### src/rtl/alu_operand_pkg.sv
// Shared encodings for immediate format and ALU operand source selects.
// Used by the decoder, the control unit and the operand stage.
package alu_operand_pkg;

  // Immediate formats; codes 6 and 7 are reserved and yield zero.
  localparam logic [2:0] IMM_NONE = 3'd0;
  localparam logic [2:0] IMM_I    = 3'd1;
  localparam logic [2:0] IMM_S    = 3'd2;
  localparam logic [2:0] IMM_B    = 3'd3;
  localparam logic [2:0] IMM_U    = 3'd4;
  localparam logic [2:0] IMM_J    = 3'd5;

  // Operand A sources; code 3 is reserved and yields zero.
  localparam logic [1:0] SRC_A_RS1  = 2'd0;
  localparam logic [1:0] SRC_A_PC   = 2'd1;
  localparam logic [1:0] SRC_A_ZERO = 2'd2;

  // Operand B sources.
  localparam logic SRC_B_RS2 = 1'b0;
  localparam logic SRC_B_IMM = 1'b1;

  // Architectural zero register; reads of it are never forwarded.
  localparam int unsigned ZERO_REG = 0;

endpackage

### src/rtl/imm_gen.sv
// Immediate generator: extracts and sign-extends the RISC-V immediate
// selected by imm_fmt from a raw 32-bit instruction. Purely combinational.
module imm_gen
  import alu_operand_pkg::*;
#(
  parameter int unsigned XLEN = 64
) (
  input  logic [31:0]     instr,
  input  logic [2:0]      imm_fmt,
  output logic [XLEN-1:0] imm
);

  logic [31:0] imm32;

  // The opcode field never contributes to an immediate.
  logic unused_opcode;
  assign unused_opcode = ^instr[6:0];

  // Assemble the 32-bit sign-extended immediate for each format.
  always_comb begin
    imm32 = '0;
    case (imm_fmt)
      IMM_I:   imm32 = {{20{instr[31]}}, instr[31:20]};
      IMM_S:   imm32 = {{20{instr[31]}}, instr[31:25], instr[11:7]};
      IMM_B:   imm32 = {{19{instr[31]}}, instr[31], instr[7], instr[30:25], instr[11:8], 1'b0};
      IMM_U:   imm32 = {instr[31:12], 12'b0};
      IMM_J:   imm32 = {{11{instr[31]}}, instr[31], instr[19:12], instr[20], instr[30:21], 1'b0};
      default: imm32 = '0;
    endcase
  end

  // Widen to XLEN, replicating bit 31 (which is always instr[31] or zero).
  assign imm = XLEN'($signed(imm32));

endmodule

### src/rtl/alu_operand_stage.sv
// ALU operand stage: builds the immediate, resolves rs1/rs2 through the
// forwarding network, selects operands A and B, and registers everything
// as the ID/EX operand register with flush and stall control.
module alu_operand_stage
  import alu_operand_pkg::*;
#(
  parameter int unsigned XLEN    = 64,
  parameter int unsigned NUM_FWD = 2,
  parameter int unsigned REG_AW  = 5
) (
  input  logic                      clk,
  input  logic                      rst,
  input  logic                      stall,
  input  logic                      flush,
  input  logic                      id_valid,
  input  logic [31:0]               instr,
  input  logic [XLEN-1:0]           pc,
  input  logic [2:0]                imm_fmt,
  input  logic [1:0]                src_a_sel,
  input  logic                      src_b_sel,
  input  logic [REG_AW-1:0]         rs1_addr,
  input  logic [REG_AW-1:0]         rs2_addr,
  input  logic [XLEN-1:0]           rs1_data,
  input  logic [XLEN-1:0]           rs2_data,
  input  logic [NUM_FWD-1:0]        fwd_valid,
  input  logic [NUM_FWD*REG_AW-1:0] fwd_rd,
  input  logic [NUM_FWD*XLEN-1:0]   fwd_data,
  output logic                      ex_valid,
  output logic [XLEN-1:0]           ex_op_a,
  output logic [XLEN-1:0]           ex_op_b,
  output logic [XLEN-1:0]           ex_store_data,
  output logic [XLEN-1:0]           ex_imm,
  output logic [1:0]                ex_fwd_hit
);

  logic [XLEN-1:0] imm;
  logic [XLEN-1:0] rs1_val;
  logic [XLEN-1:0] rs2_val;
  logic            rs1_hit;
  logic            rs2_hit;
  logic [XLEN-1:0] op_a;
  logic [XLEN-1:0] op_b;

  imm_gen #(
    .XLEN(XLEN)
  ) u_imm_gen (
    .instr  (instr),
    .imm_fmt(imm_fmt),
    .imm    (imm)
  );

  // One priority forwarding selector per source operand (0 = rs1, 1 = rs2).
  for (genvar op = 0; op < 2; op++) begin : g_fwd
    logic [REG_AW-1:0] addr;
    logic [XLEN-1:0]   rf_data;
    logic [XLEN-1:0]   value;
    logic              hit;

    assign addr    = (op == 0) ? rs1_addr : rs2_addr;
    assign rf_data = (op == 0) ? rs1_data : rs2_data;

    // Scan oldest to youngest so the lowest matching index wins.
    always_comb begin
      value = rf_data;
      hit   = 1'b0;
      for (int k = NUM_FWD - 1; k >= 0; k--) begin
        if (fwd_valid[k] && (fwd_rd[k*REG_AW +: REG_AW] == addr) &&
            (addr != REG_AW'(ZERO_REG))) begin
          value = fwd_data[k*XLEN +: XLEN];
          hit   = 1'b1;
        end
      end
    end
  end

  assign rs1_val = g_fwd[0].value;
  assign rs2_val = g_fwd[1].value;
  assign rs1_hit = g_fwd[0].hit;
  assign rs2_hit = g_fwd[1].hit;

  // Operand A/B source muxes; reserved A select reads as zero.
  always_comb begin
    op_a = '0;
    case (src_a_sel)
      SRC_A_RS1:  op_a = rs1_val;
      SRC_A_PC:   op_a = pc;
      SRC_A_ZERO: op_a = '0;
      default:    op_a = '0;
    endcase
    op_b = (src_b_sel == SRC_B_IMM) ? imm : rs2_val;
  end

  // ID/EX register: reset and flush clear, stall holds, otherwise load.
  always_ff @(posedge clk) begin
    if (rst || flush) begin
      ex_valid      <= 1'b0;
      ex_op_a       <= '0;
      ex_op_b       <= '0;
      ex_store_data <= '0;
      ex_imm        <= '0;
      ex_fwd_hit    <= '0;
    end else if (!stall) begin
      ex_valid      <= id_valid;
      ex_op_a       <= op_a;
      ex_op_b       <= op_b;
      ex_store_data <= rs2_val;
      ex_imm        <= imm;
      ex_fwd_hit    <= {rs2_hit, rs1_hit};
    end
  end

endmodule

### config.mk
export PLATFORM = sky130hd
export DESIGN_NAME = alu_operand_stage
export DESIGN_NICKNAME = d
export VERILOG_FILES = /design/src/rtl/alu_operand_pkg.sv /design/src/rtl/imm_gen.sv /design/src/rtl/alu_operand_stage.sv
export SDC_FILE = /design/constraint.sdc
export NUM_CORES = 1
export LEC_CHECK = 0
export BUFFER_PORTS_ARGS = -buffer_cell sky130_fd_sc_hd__buf_2
export CORE_AREA = 2 2 249 251
export DETAILED_ROUTE_END_ITERATION = 10
export DIE_AREA = 0 0 251 253
export HOLD_SLACK_MARGIN = 0.1
export SLEW_MARGIN = 10
export SYNTH_ARGS = -nofsm -noshare
export SYNTH_HDL_FRONTEND = slang
export SYNTH_SLANG_ARGS = --single-unit
### constraint.sdc
create_clock -name clk -period 2.6 [get_ports clk]
set_clock_uncertainty 0.15 [all_clocks]
set_input_delay 0.52 -clock clk [delete_from_list [all_inputs] [get_ports clk]]
set_output_delay 0.52 -clock clk [all_outputs]
set_load 0.02 [all_outputs]
==> impl_metrics.env, run 1 <==
export IMPL_status="finished clean"
export IMPL_synth_area_leaders="dfxtp_1, a21oi_1, o311ai_0"
export IMPL_pin_count=644
export IMPL_cts_path_max_buffers=3
export IMPL_dpl_instance_area_sq_um=17800
export IMPL_synth_nets=2033
export IMPL_clkSlewWorstSetupHoldPaths_ns=0.06
export IMPL_synth_seq_cells=227
export IMPL_ys_warn_count=0
export IMPL_nNetsFinal=2681
export IMPL_synth_top_area_share_pct=34.6
export IMPL_antenna_found_initial=16
export IMPL_worst_pin_slew_ns=0.794
export IMPL_max_freq_mhz=393
export IMPL_path_max_fanout=6
export IMPL_max_cap_violations=0
export IMPL_min_period_over_period_pct=97.9
export IMPL_path_cells="buf_2 > or4_4 > o211ai_4 > buf_12 > or2_4 > buf_12 > buf_4 > nor2_1 > o31ai_1 > dlygate4sd3_1"
export IMPL_p_leak_nw=8.51
export IMPL_die_h_microns=253
export IMPL_area_growth_pct=48.4
export IMPL_die_area_sq_um=63500
export IMPL_worstPathArrival_ns=2.92
export IMPL_worstPathRequired_ns=2.97
export IMPL_crit_type="in -> reg"
export IMPL_start_util_pct=21.5
export IMPL_die_w_microns=251
export IMPL_setup_viol=0
export IMPL_synthFlopType="dfxtp_1"
export IMPL_wl_per_cell_microns=24.1
export IMPL_fin_cells=3118
export IMPL_layout_drive_gt1_share_pct=37.5
export IMPL_hp_start="fwd_data[45]"
export IMPL_grt_pass1_wl_microns=107000
export IMPL_ys_seq_area_share_pct=34.6
export IMPL_min_period_ns=2.55
export IMPL_cts_made_buffers=29
export IMPL_slew_headroom_pct=46.4
export IMPL_power_density_nw_per_um2=511
export IMPL_wl_microns=75200
export IMPL_vias=16700
export IMPL_critPathMaxStageDelay_ns=0.60
export IMPL_grt_pass1_vias=16000
export IMPL_cts_tree="done"
export IMPL_grt_overflow=0
export IMPL_hold_depth=3
export IMPL_r2r_worst_path_cells=3
export IMPL_vias_per_cell=5.36
export IMPL_clk_latency_ns=0.57
export IMPL_hold_class="in -> reg"
export IMPL_ys_types=49
export IMPL_clkSinkCount=227
export IMPL_grt_use_total_pct=22.3
export IMPL_slew_viol_final=0
export IMPL_fin_area_sq_um=19500
export IMPL_p_total_w=0.00995
export IMPL_r2r_start="ex_op_a[38]$_SDFFE_PP0N_"
export IMPL_irDropWorstVdd_mv=0.476
export IMPL_async_flop_share_pct=0
export IMPL_dp_hpwl_microns=56800
export IMPL_synth_cells=1648
export IMPL_r2r_slack_ns=1.19
export IMPL_yosys_area_top_type="dfxtp_1"
export IMPL_coreArea_sq_um=61000
export IMPL_synth_area_per_cell_sq_um=7.97
export IMPL_finalHoldViolCount=0
export IMPL_fin_tns_setup_ns=0
export IMPL_h_tree_depth=1
export IMPL_cp_end_kind="register"
export IMPL_final_util_pct=31.9
export IMPL_port_buffers=636
export IMPL_drtIter0Drc=1533
export IMPL_placementRows=91
export IMPL_rsz0062_at_grt="false"
export IMPL_root_buffer="clkbuf_16"
export IMPL_crit_path_top_delay_cell="dlygate4sd3_1"
export IMPL_synth_edf_count=0
export IMPL_synth_area_sq_um=13100
export IMPL_gp_congestion=0.925
export IMPL_dp_cells=2985
export IMPL_timing_rr_end="ex_op_a[38]$_SDFFE_PP0N_"
export IMPL_grt_max_degree=81
export IMPL_drc_errors=0
export IMPL_ant_nets=0
export IMPL_cp_common_cell="buf_12"
export IMPL_whs_endpoint="ex_op_a[45]$_SDFFE_PP0N_"
export IMPL_drt_first_pass_iters=6
export IMPL_worstSetupStartpointType="input pin"
[synthesized netlist by cell type (2+ instances only)]
cell / n
clkbuf_1: 149
o31ai_2: 11
buf_1: 16
and3_1: 87
buf_2: 20
a22oi_1: 27
a22o_1: 15
nor3_1: 44
nand2_1: 99
a311o_1: 43
inv_1: 4
dfxtp_1: 227
o311ai_1: 13
a21boi_0: 64
nor2_1: 33
or2_2: 3
nand3_1: 43
a21o_1: 8
nand3b_1: 65
buf_4: 37
a21oi_1: 260
o31ai_1: 10
xnor2_1: 10
nand2b_1: 9
buf_6: 8
and2_1: 3
a31oi_1: 7
a211oi_2: 5
a211oi_1: 19
mux2i_1: 2
o311ai_0: 115
nor2b_1: 5
xor2_1: 11
nor4_2: 2
o21ai_0: 152
o211a_1: 9
[cells in the final DEF, fill, tap and decap left out, drive strengths merged, types with 24 or more instances in the layout]
master and instances:
dfxtp 227, a21oi 260, a311o 43, buf 780, nand3b 65, o311ai 128, clkbuf 47, o21ai 152
nand2 100, nand3 43, nor2 33, and3 87, a211oi 24, nor3 44, a21boi 64, dlygate4sd3 66
a22oi 27
[through the flow]
stage | setup slack [ns] | hold WS (ns)
6_report | 0.0544 | 0.126
3_5_place_dp | -0.415 | 0.302
2_1_floorplan | 0.277 | 0.391
5_1_grt | 0.0176 | 0.116
3_3_place_gp | -0.432 | 0.296
4_1_cts | 0.0884 | 0.103
[routing by layer]
| layer | up-vias | GRT usage, % | part of all wire [%] |
|---|---|---|---|
| li1 | 7571 | - | - |
| met1 | 7942 | 29.1 | 41 |
| met2 | 1001 | 36.1 | 45 |
| met3 | 185 | 4.35 | 9.4 |
| met4 | 16 | 9.00 | 4.1 |
| met5 | - | 0 | 0.15 |
[cell families (layout without fill, tap and decap cells)]
logic type / after synthesis / after routing / synth area share [%]
simple gates: 401 / 401 / 16.6
compound gates: 762 / 762 / 38.8
flops: 227 / 227 / 34.6
xor+xnor: 21 / 21 / 1.40
buf+inv: 235 / 904 / 8.43
other cells: 0 / 11 / 0
mux: 2 / 2 / 0.153
[sequential cells by signal, summed over array words and instances, names as in the netlist]
register and cells:
ex_fwd_hit 2, ex_op_a 64, ex_valid 1, ex_imm 32, ex_op_b 64, ex_store_data 64
[where the power goes]
| group | total (W) | switching [W] | internal (W) |
|---|---|---|---|
| clock | 0.00403 | 0.00169 | 0.00235 |
| combinational | 0.00225 | 0.00137 | 0.000880 |
| sequential | 0.00367 | 0.0000649 | 0.00361 |
| total | 0.00995 | 0.00312 | 0.00683 |
[critical path, delay by kind of cell]
family	cells	cell delay (ns)
and+or+nand+nor	3	0.81
AOI/OAI and AO/OA	2	0.41
buffers and inverters	5	1.15
[worst max-delay path by stage]
stage,start,end,depth (start not counted)
5_1_grt,rs1_addr[1],ex_op_a[38]$_SDFFE_PP0N_,10
3_3_place_gp,rs2_addr[4],ex_op_b[8]$_SDFFE_PP0N_,8
4_1_cts,rs1_addr[1],ex_op_a[38]$_SDFFE_PP0N_,10
3_5_place_dp,rs2_addr[4],ex_op_b[10]$_SDFFE_PP0N_,8
6_report,rs1_addr[1],ex_op_a[38]$_SDFFE_PP0N_,10
2_1_floorplan,rs1_addr[1],ex_op_a[56]$_SDFFE_PP0N_,7
[final cells by class]
type / count / area [sq um]
diodes: 11 / 27.5
clock buffers: 46 / 900
clock inverters: 6 / 36.3
fillers: 6561 / 41500
inverters: 5 / 23.8
multi-input cells: 1186 / 7580
flip-flops and latches: 227 / 4550
well taps: 790 / 988
repair buffers: 847 / 5380
[timing repair]
item                                   in CTS  in global routing
endpoints found under the hold margin      60                  0
hold buffers                               66                  0
resized for setup                           0                  2
setup endpoints to repair                   0                 37
buffers inserted                            0                  3
(Power assumes the default switching activity.)
==> run 2, diff against run 1 <==
CTS_CLUSTER_DIAMETER = 100   (was default)
PLACE_DENSITY = 0.53   (was default)
SLEW_MARGIN = default   (was 10)
==> run 2 against run 1 <==
  * Core utilization up 0.26 points
  * Die area unchanged
  * Non-clock buffer count down 10
  * Largest power group unchanged
  * Highest routed layer unchanged
==> impl_metrics.env, run 2 (same netlist as run 1, synthesis figures left out) <==
export IMPL_path_cells="buf_2 > buf_4 > or4_4 > o211a_4 > buf_12 > and3_1 > a211oi_2 > o31ai_2 > dlygate4sd3_1"
export IMPL_worstPathRequired_ns=2.92
export IMPL_path_delay_family="buffers and inverters"
export IMPL_startpoint="rs1_addr[4]"
export IMPL_wl_per_cell_microns=25.4
export IMPL_combPwrFrac_pct=22.0
export IMPL_p_sw_share_pct=32.0
export IMPL_final_common_cell="buf_2"
export IMPL_status="finished clean"
export IMPL_area_growth_pct=49.6
export IMPL_grt_pass1_wl_microns=110000
export IMPL_die_w_microns=251
export IMPL_crit_path_top_delay_cell="dlygate4sd3_1"
export IMPL_cp_buffers_inverters=4
export IMPL_cp_end_kind="register"
export IMPL_clk_latency_ns=0.59
export IMPL_p_leak_nw=8.56
export IMPL_fillers=6513
export IMPL_dp_hpwl_microns=56900
export IMPL_finalHoldViolCount=0
export IMPL_drc_errors=0
export IMPL_min_period_over_period_pct=99.7
export IMPL_cts_tree="done"
export IMPL_worstPathArrival_ns=2.92
export IMPL_reg_top3="ex_op_a (64), ex_op_b (64), ex_store_data (64)"
export IMPL_cts_path_max_buffers=3
export IMPL_vias=17000
export IMPL_drtIter0Drc=1623
export IMPL_critPathMaxStageDelay_ns=0.57
export IMPL_grt_overflow=0
export IMPL_fin_area_sq_um=19600
export IMPL_die_h_microns=253
export IMPL_p_int_w=0.00697
export IMPL_ant_nets=0
export IMPL_grt_use_total_pct=22.8
export IMPL_crit_type="in -> reg"
export IMPL_holdWs_ns=0.117
export IMPL_start_util_pct=21.5
export IMPL_seq_power_share_pct=35.9
export IMPL_final_cell_mix="buf_2, a21oi_1, dfxtp_1"
export IMPL_max_cap_violations=0
export IMPL_gp_congestion=0.949
export IMPL_cts_made_buffers=31
export IMPL_irDropWorstVdd_mv=0.494
export IMPL_nNetsFinal=2674
export IMPL_placementRows=91
export IMPL_slew_headroom_pct=56.9
export IMPL_antenna_found_initial=25
export IMPL_fin_cells=3118
export IMPL_grt_pass1_vias=16400
export IMPL_die_area_sq_um=63500
export IMPL_dp_cells=2958
export IMPL_pre_cts_ws_ns=-0.365
export IMPL_wl_microns=79200
export IMPL_worstSetupStartpointType="input pin"
export IMPL_pin_count=644
export IMPL_worst_pin_slew_ns=0.638
export IMPL_h_tree_depth=1
export IMPL_min_period_ns=2.59
export IMPL_coreArea_sq_um=61000
export IMPL_clkSlewWorstSetupHoldPaths_ns=0.06
export IMPL_r2r_start="ex_op_a[56]$_SDFFE_PP0N_"
export IMPL_drt_first_pass_iters=5
export IMPL_dpl_instance_area_sq_um=17600
export IMPL_port_buffers=636
export IMPL_setup_viol=0
export IMPL_max_freq_mhz=386
export IMPL_path_max_fanout=16
export IMPL_p_switching_w=0.00327
export IMPL_pwr_share_clk_pct=42.1
export IMPL_clkSinkCount=227
export IMPL_hold_class="in -> reg"
export IMPL_hp_start="pc[18]"
export IMPL_root_buffer="clkbuf_16"
export IMPL_slew_viol_final=0
export IMPL_layout_drive_gt1_share_pct=37.3
export IMPL_fin_ws_ns=0.00875
export IMPL_grt_max_degree=118
export IMPL_fin_tns_setup_ns=0
export IMPL_power_density_nw_per_um2=521
export IMPL_vias_per_cell=5.47
## run 2: repair_timing
action	CTS	global route
resized for setup	0	9
buffers inserted	0	10
hold endpoints to repair	62	0
setup endpoints to repair	0	9
hold buffers	74	0
## run 2: worst reg2reg max path, delay by kind of cell (launching register included)
family          cells  cell delay (ns)
compound gates      2             0.29
buf+inv             1             0.57
flops               1             0.34
## run 2: stage by stage
| stage | total power (W) | util [%] |
|---|---|---|
| detailed placement | 0.00585 | 28.9 |
| CTS | 0.0103 | 31.8 |
| finish | 0.0102 | 32.2 |
| global route | 0.0106 | 32.2 |
| global placement | 0.00583 | 28.9 |
| floorplan | 0.00473 | - |
## run 2: layer usage
layer | global-route usage (%) | vias up | wire, microns
li1 | - | 7577 | -
met1 | 29.1 | 8256 | 32400
met2 | 37.5 | 1003 | 36200
met3 | 5.18 | 193 | 7530
met4 | 8.40 | 14 | 3030
met5 | 0 | - | 82
## run 2: final cells by class
type	instances	area [sq um]	share of cell area, %
clock buffers	42	887	4.52
repair buffers	837	5410	27.5
diodes	15	37.5	0.191
well taps	790	988	5.03
clock inverters	15	126	0.643
inverters	5	23.8	0.121
flip-flops and latches	227	4540	23.1
multi-input cells	1187	7630	38.8
## run 2: power by group through the flow
| stage | Combinational [W] | Sequential [W] | Clock [W] |
|---|---|---|---|
| after floorplan | 0.000841 | 0.00389 | 0 |
| after global placement | 0.00209 | 0.00374 | 0 |
| after global routing | 0.00238 | 0.00368 | 0.00454 |
| final | 0.00225 | 0.00367 | 0.00431 |
| after CTS | 0.00219 | 0.00367 | 0.00440 |
| after detailed placement | 0.00210 | 0.00375 | 0 |
## run 2: path summary, 6_finish.rpt
path / endpoint / slack, ns / cells after the start
worst max register to register: ex_op_a[56]$_SDFFE_PP0N_ / 1.13 / 3
worst min-delay path: ex_op_a[18]$_SDFFE_PP0N_ / 0.12 / 3
worst min register to register: ex_store_data[39]$_SDFFE_PP0N_ / 0.31 / 2
worst max-delay path: ex_op_a[40]$_SDFFE_PP0N_ / 0.009 / 9
==> run 3, diff against run 2 <==
CELL_PAD_IN_SITES_DETAIL_PLACEMENT = 1   (was default)
CELL_PAD_IN_SITES_GLOBAL_PLACEMENT = 2   (was default)
CORE_AREA = 2 2 254 256   (was 2 2 249 251)
DIE_AREA = 0 0 256 258   (was 0 0 251 253)
PLACE_DENSITY = 0.78   (was 0.53)
==> run 3 against run 2 <==
  * Final cell count up 1.9%
  * First-iteration DRC count down 11%
  * Die area is 4.0% higher
  * Routed wire length increased by 4.2%
  * Maximum frequency is 4.6% higher
  * Non-clock buffer count unchanged
  * Combinational power about the same
  * Worst setup slack improved by 0.11 ns
  * Critical path depth down 2
  * Register-to-register slack gained 0.18 ns
  * Critical path type unchanged
  * Largest cell class unchanged
  * Largest power group unchanged
==> impl_metrics.env, run 3 (same netlist as run 1, synthesis figures left out) <==
export IMPL_pin_count=644
export IMPL_clkSlewWorstSetupHoldPaths_ns=0.06
export IMPL_worstPathRequired_ns=2.88
export IMPL_cts_tree="done"
export IMPL_h_tree_depth=1
export IMPL_setup_viol=0
export IMPL_clkSinkCount=227
export IMPL_fin_ws_ns=0.123
export IMPL_critPathMaxStageDelay_ns=0.72
export IMPL_p_int_w=0.00713
export IMPL_rsz0062_at_grt="false"
export IMPL_pwr_share_clk_pct=43.0
export IMPL_status="finished clean"
export IMPL_r2r_slack_ns=1.31
export IMPL_coreArea_sq_um=63600
export IMPL_seq_power_share_pct=35.4
export IMPL_port_buffers=636
export IMPL_grt_pass1_vias=17200
export IMPL_vias=16900
export IMPL_wl_microns=82500
export IMPL_cts_hold_buf=67
export IMPL_p_sw_share_pct=31.4
export IMPL_pre_cts_ws_ns=-0.387
export IMPL_drc_errors=0
export IMPL_reg_top3="ex_op_a (64), ex_op_b (64), ex_store_data (64)"
export IMPL_wl_met3_microns=5660
export IMPL_cts_resized=0
export IMPL_slew_viol_final=0
export IMPL_cts_path_max_buffers=3
export IMPL_worstPathArrival_ns=2.76
export IMPL_min_period_over_period_pct=95.3
export IMPL_area_growth_pct=48.9
export IMPL_start_util_pct=20.6
export IMPL_finalHoldViolCount=0
export IMPL_r2r_worst_path_cells=3
export IMPL_p_switching_w=0.00326
export IMPL_vias_per_cell=5.32
export IMPL_dp_cells=3043
export IMPL_nNetsFinal=2672
export IMPL_antenna_found_initial=18
export IMPL_wl_per_cell_microns=26.0
export IMPL_clk_latency_ns=0.58
export IMPL_max_freq_mhz=404
export IMPL_drt_first_pass_iters=5
export IMPL_slew_headroom_pct=40.5
export IMPL_path_max_fanout=50
export IMPL_path_delay_family="compound AO/OA/AOI/OAI gates"
export IMPL_post_cts_buffers=0
export IMPL_cts_made_buffers=30
export IMPL_dp_hpwl_microns=61900
export IMPL_worst_pin_slew_ns=0.892
export IMPL_hold_depth=3
export IMPL_root_buffer="clkbuf_16"
export IMPL_ant_nets=0
export IMPL_crit_type="in -> reg"
export IMPL_final_util_pct=30.7
export IMPL_cp_buffers_inverters=2
export IMPL_layout_drive_gt1_share_pct=37.3
export IMPL_irDropWorstVdd_mv=0.481
export IMPL_cp_end_kind="register"
export IMPL_crit_path_top_delay_cell="o311ai_0"
export IMPL_hold_class="in -> reg"
export IMPL_fin_tns_setup_ns=0
export IMPL_grt_use_total_pct=23.7
export IMPL_gp_congestion=0.922
export IMPL_die_area_sq_um=66000
export IMPL_combPwrFrac_pct=21.7
export IMPL_wl_met2_microns=39500
export IMPL_die_w_microns=256
export IMPL_fin_area_sq_um=19500
export IMPL_max_cap_violations=0
export IMPL_final_common_cell="buf_2"
export IMPL_drtIter0Drc=1452
export IMPL_wl_met1_microns=34800
export IMPL_cp_num_cells=7
export IMPL_fin_cells=3178
export IMPL_worstSetupStartpointType="input pin"
export IMPL_dpl_instance_area_sq_um=17800
export IMPL_min_period_ns=2.48
export IMPL_die_h_microns=258
export IMPL_path_cells="buf_2 > xor2_1 > nor4_4 > buf_12 > a21boi_0 > o311ai_0 > a21oi_1"
export IMPL_grt_pass1_wl_microns=118000
export IMPL_highest_layer="met5"
export IMPL_placementRows=93
export IMPL_power_density_nw_per_um2=532
export IMPL_grt_max_degree=123
export IMPL_final_cell_mix="buf_2, a21oi_1, dfxtp_1"
export IMPL_p_leak_nw=8.49
export IMPL_grt_overflow=0
==> run 3: changes by cell type in the layout (fill, tap and decap cells not counted), sizes merged, moves of 2 or more <==
cell / delta
diode: -2
inv: -3
dlygate4sd3: -7
buf: +10
clkbuf: -7
bufinv: +3
==> run 3: final cells by class <==
| type | instances | area, sq um |
|---|---|---|
| flip-flops and latches | 227 | 4540 |
| well taps | 855 | 1070 |
| diodes | 13 | 32.5 |
| multi-input cells | 1186 | 7580 |
| clock inverters | 17 | 190 |
| clock buffers | 38 | 842 |
| repair buffers | 837 | 5270 |
| inverters | 5 | 23.8 |
| fillers | 7705 | 44100 |
==> run 3: worst paths after layout <==
kind,startpoint,endpoint
setup / recovery,fwd_rd[9],ex_store_data[62]$_SDFFE_PP0N_
hold / removal,pc[21],ex_op_a[21]$_SDFFE_PP0N_
setup reg to reg,ex_imm[31]$_SDFFE_PP0N_,ex_imm[31]$_SDFFE_PP0N_
hold reg to reg,ex_store_data[47]$_SDFFE_PP0N_,ex_store_data[47]$_SDFFE_PP0N_
==> run 3: routing by layer <==
| metal | global-route usage (%) | vias up |
|---|---|---|
| met5 | 0 | - |
| met4 | 7.96 | 14 |
| met3 | 4.10 | 146 |
| met1 | 30.2 | 8441 |
| li1 | - | 7552 |
| met2 | 40.4 | 767 |
==> run 3: through the flow <==
step                hold WS (ns)  power (W)
detailed placement         0.303    0.00590
floorplan                  0.391    0.00473
global placement           0.298    0.00587
CTS                        0.102     0.0105
global route               0.117     0.0108
finish                     0.128     0.0104
==> run 3: worst min-delay path: stages <==
cell and delay (ns):
buf_2 0.08, a21oi_1 0.09, a21oi_1 0.12
==> run 3: power groups by stage <==
stage / clock network (W) / registers [W] / logic (W)
2_1_floorplan: 0 / 0.00389 / 0.000841
3_3_place_gp: 0 / 0.00374 / 0.00213
3_5_place_dp: 0 / 0.00375 / 0.00215
4_1_cts: 0.00456 / 0.00367 / 0.00224
5_1_grt: 0.00469 / 0.00369 / 0.00239
6_report: 0.00447 / 0.00367 / 0.00225
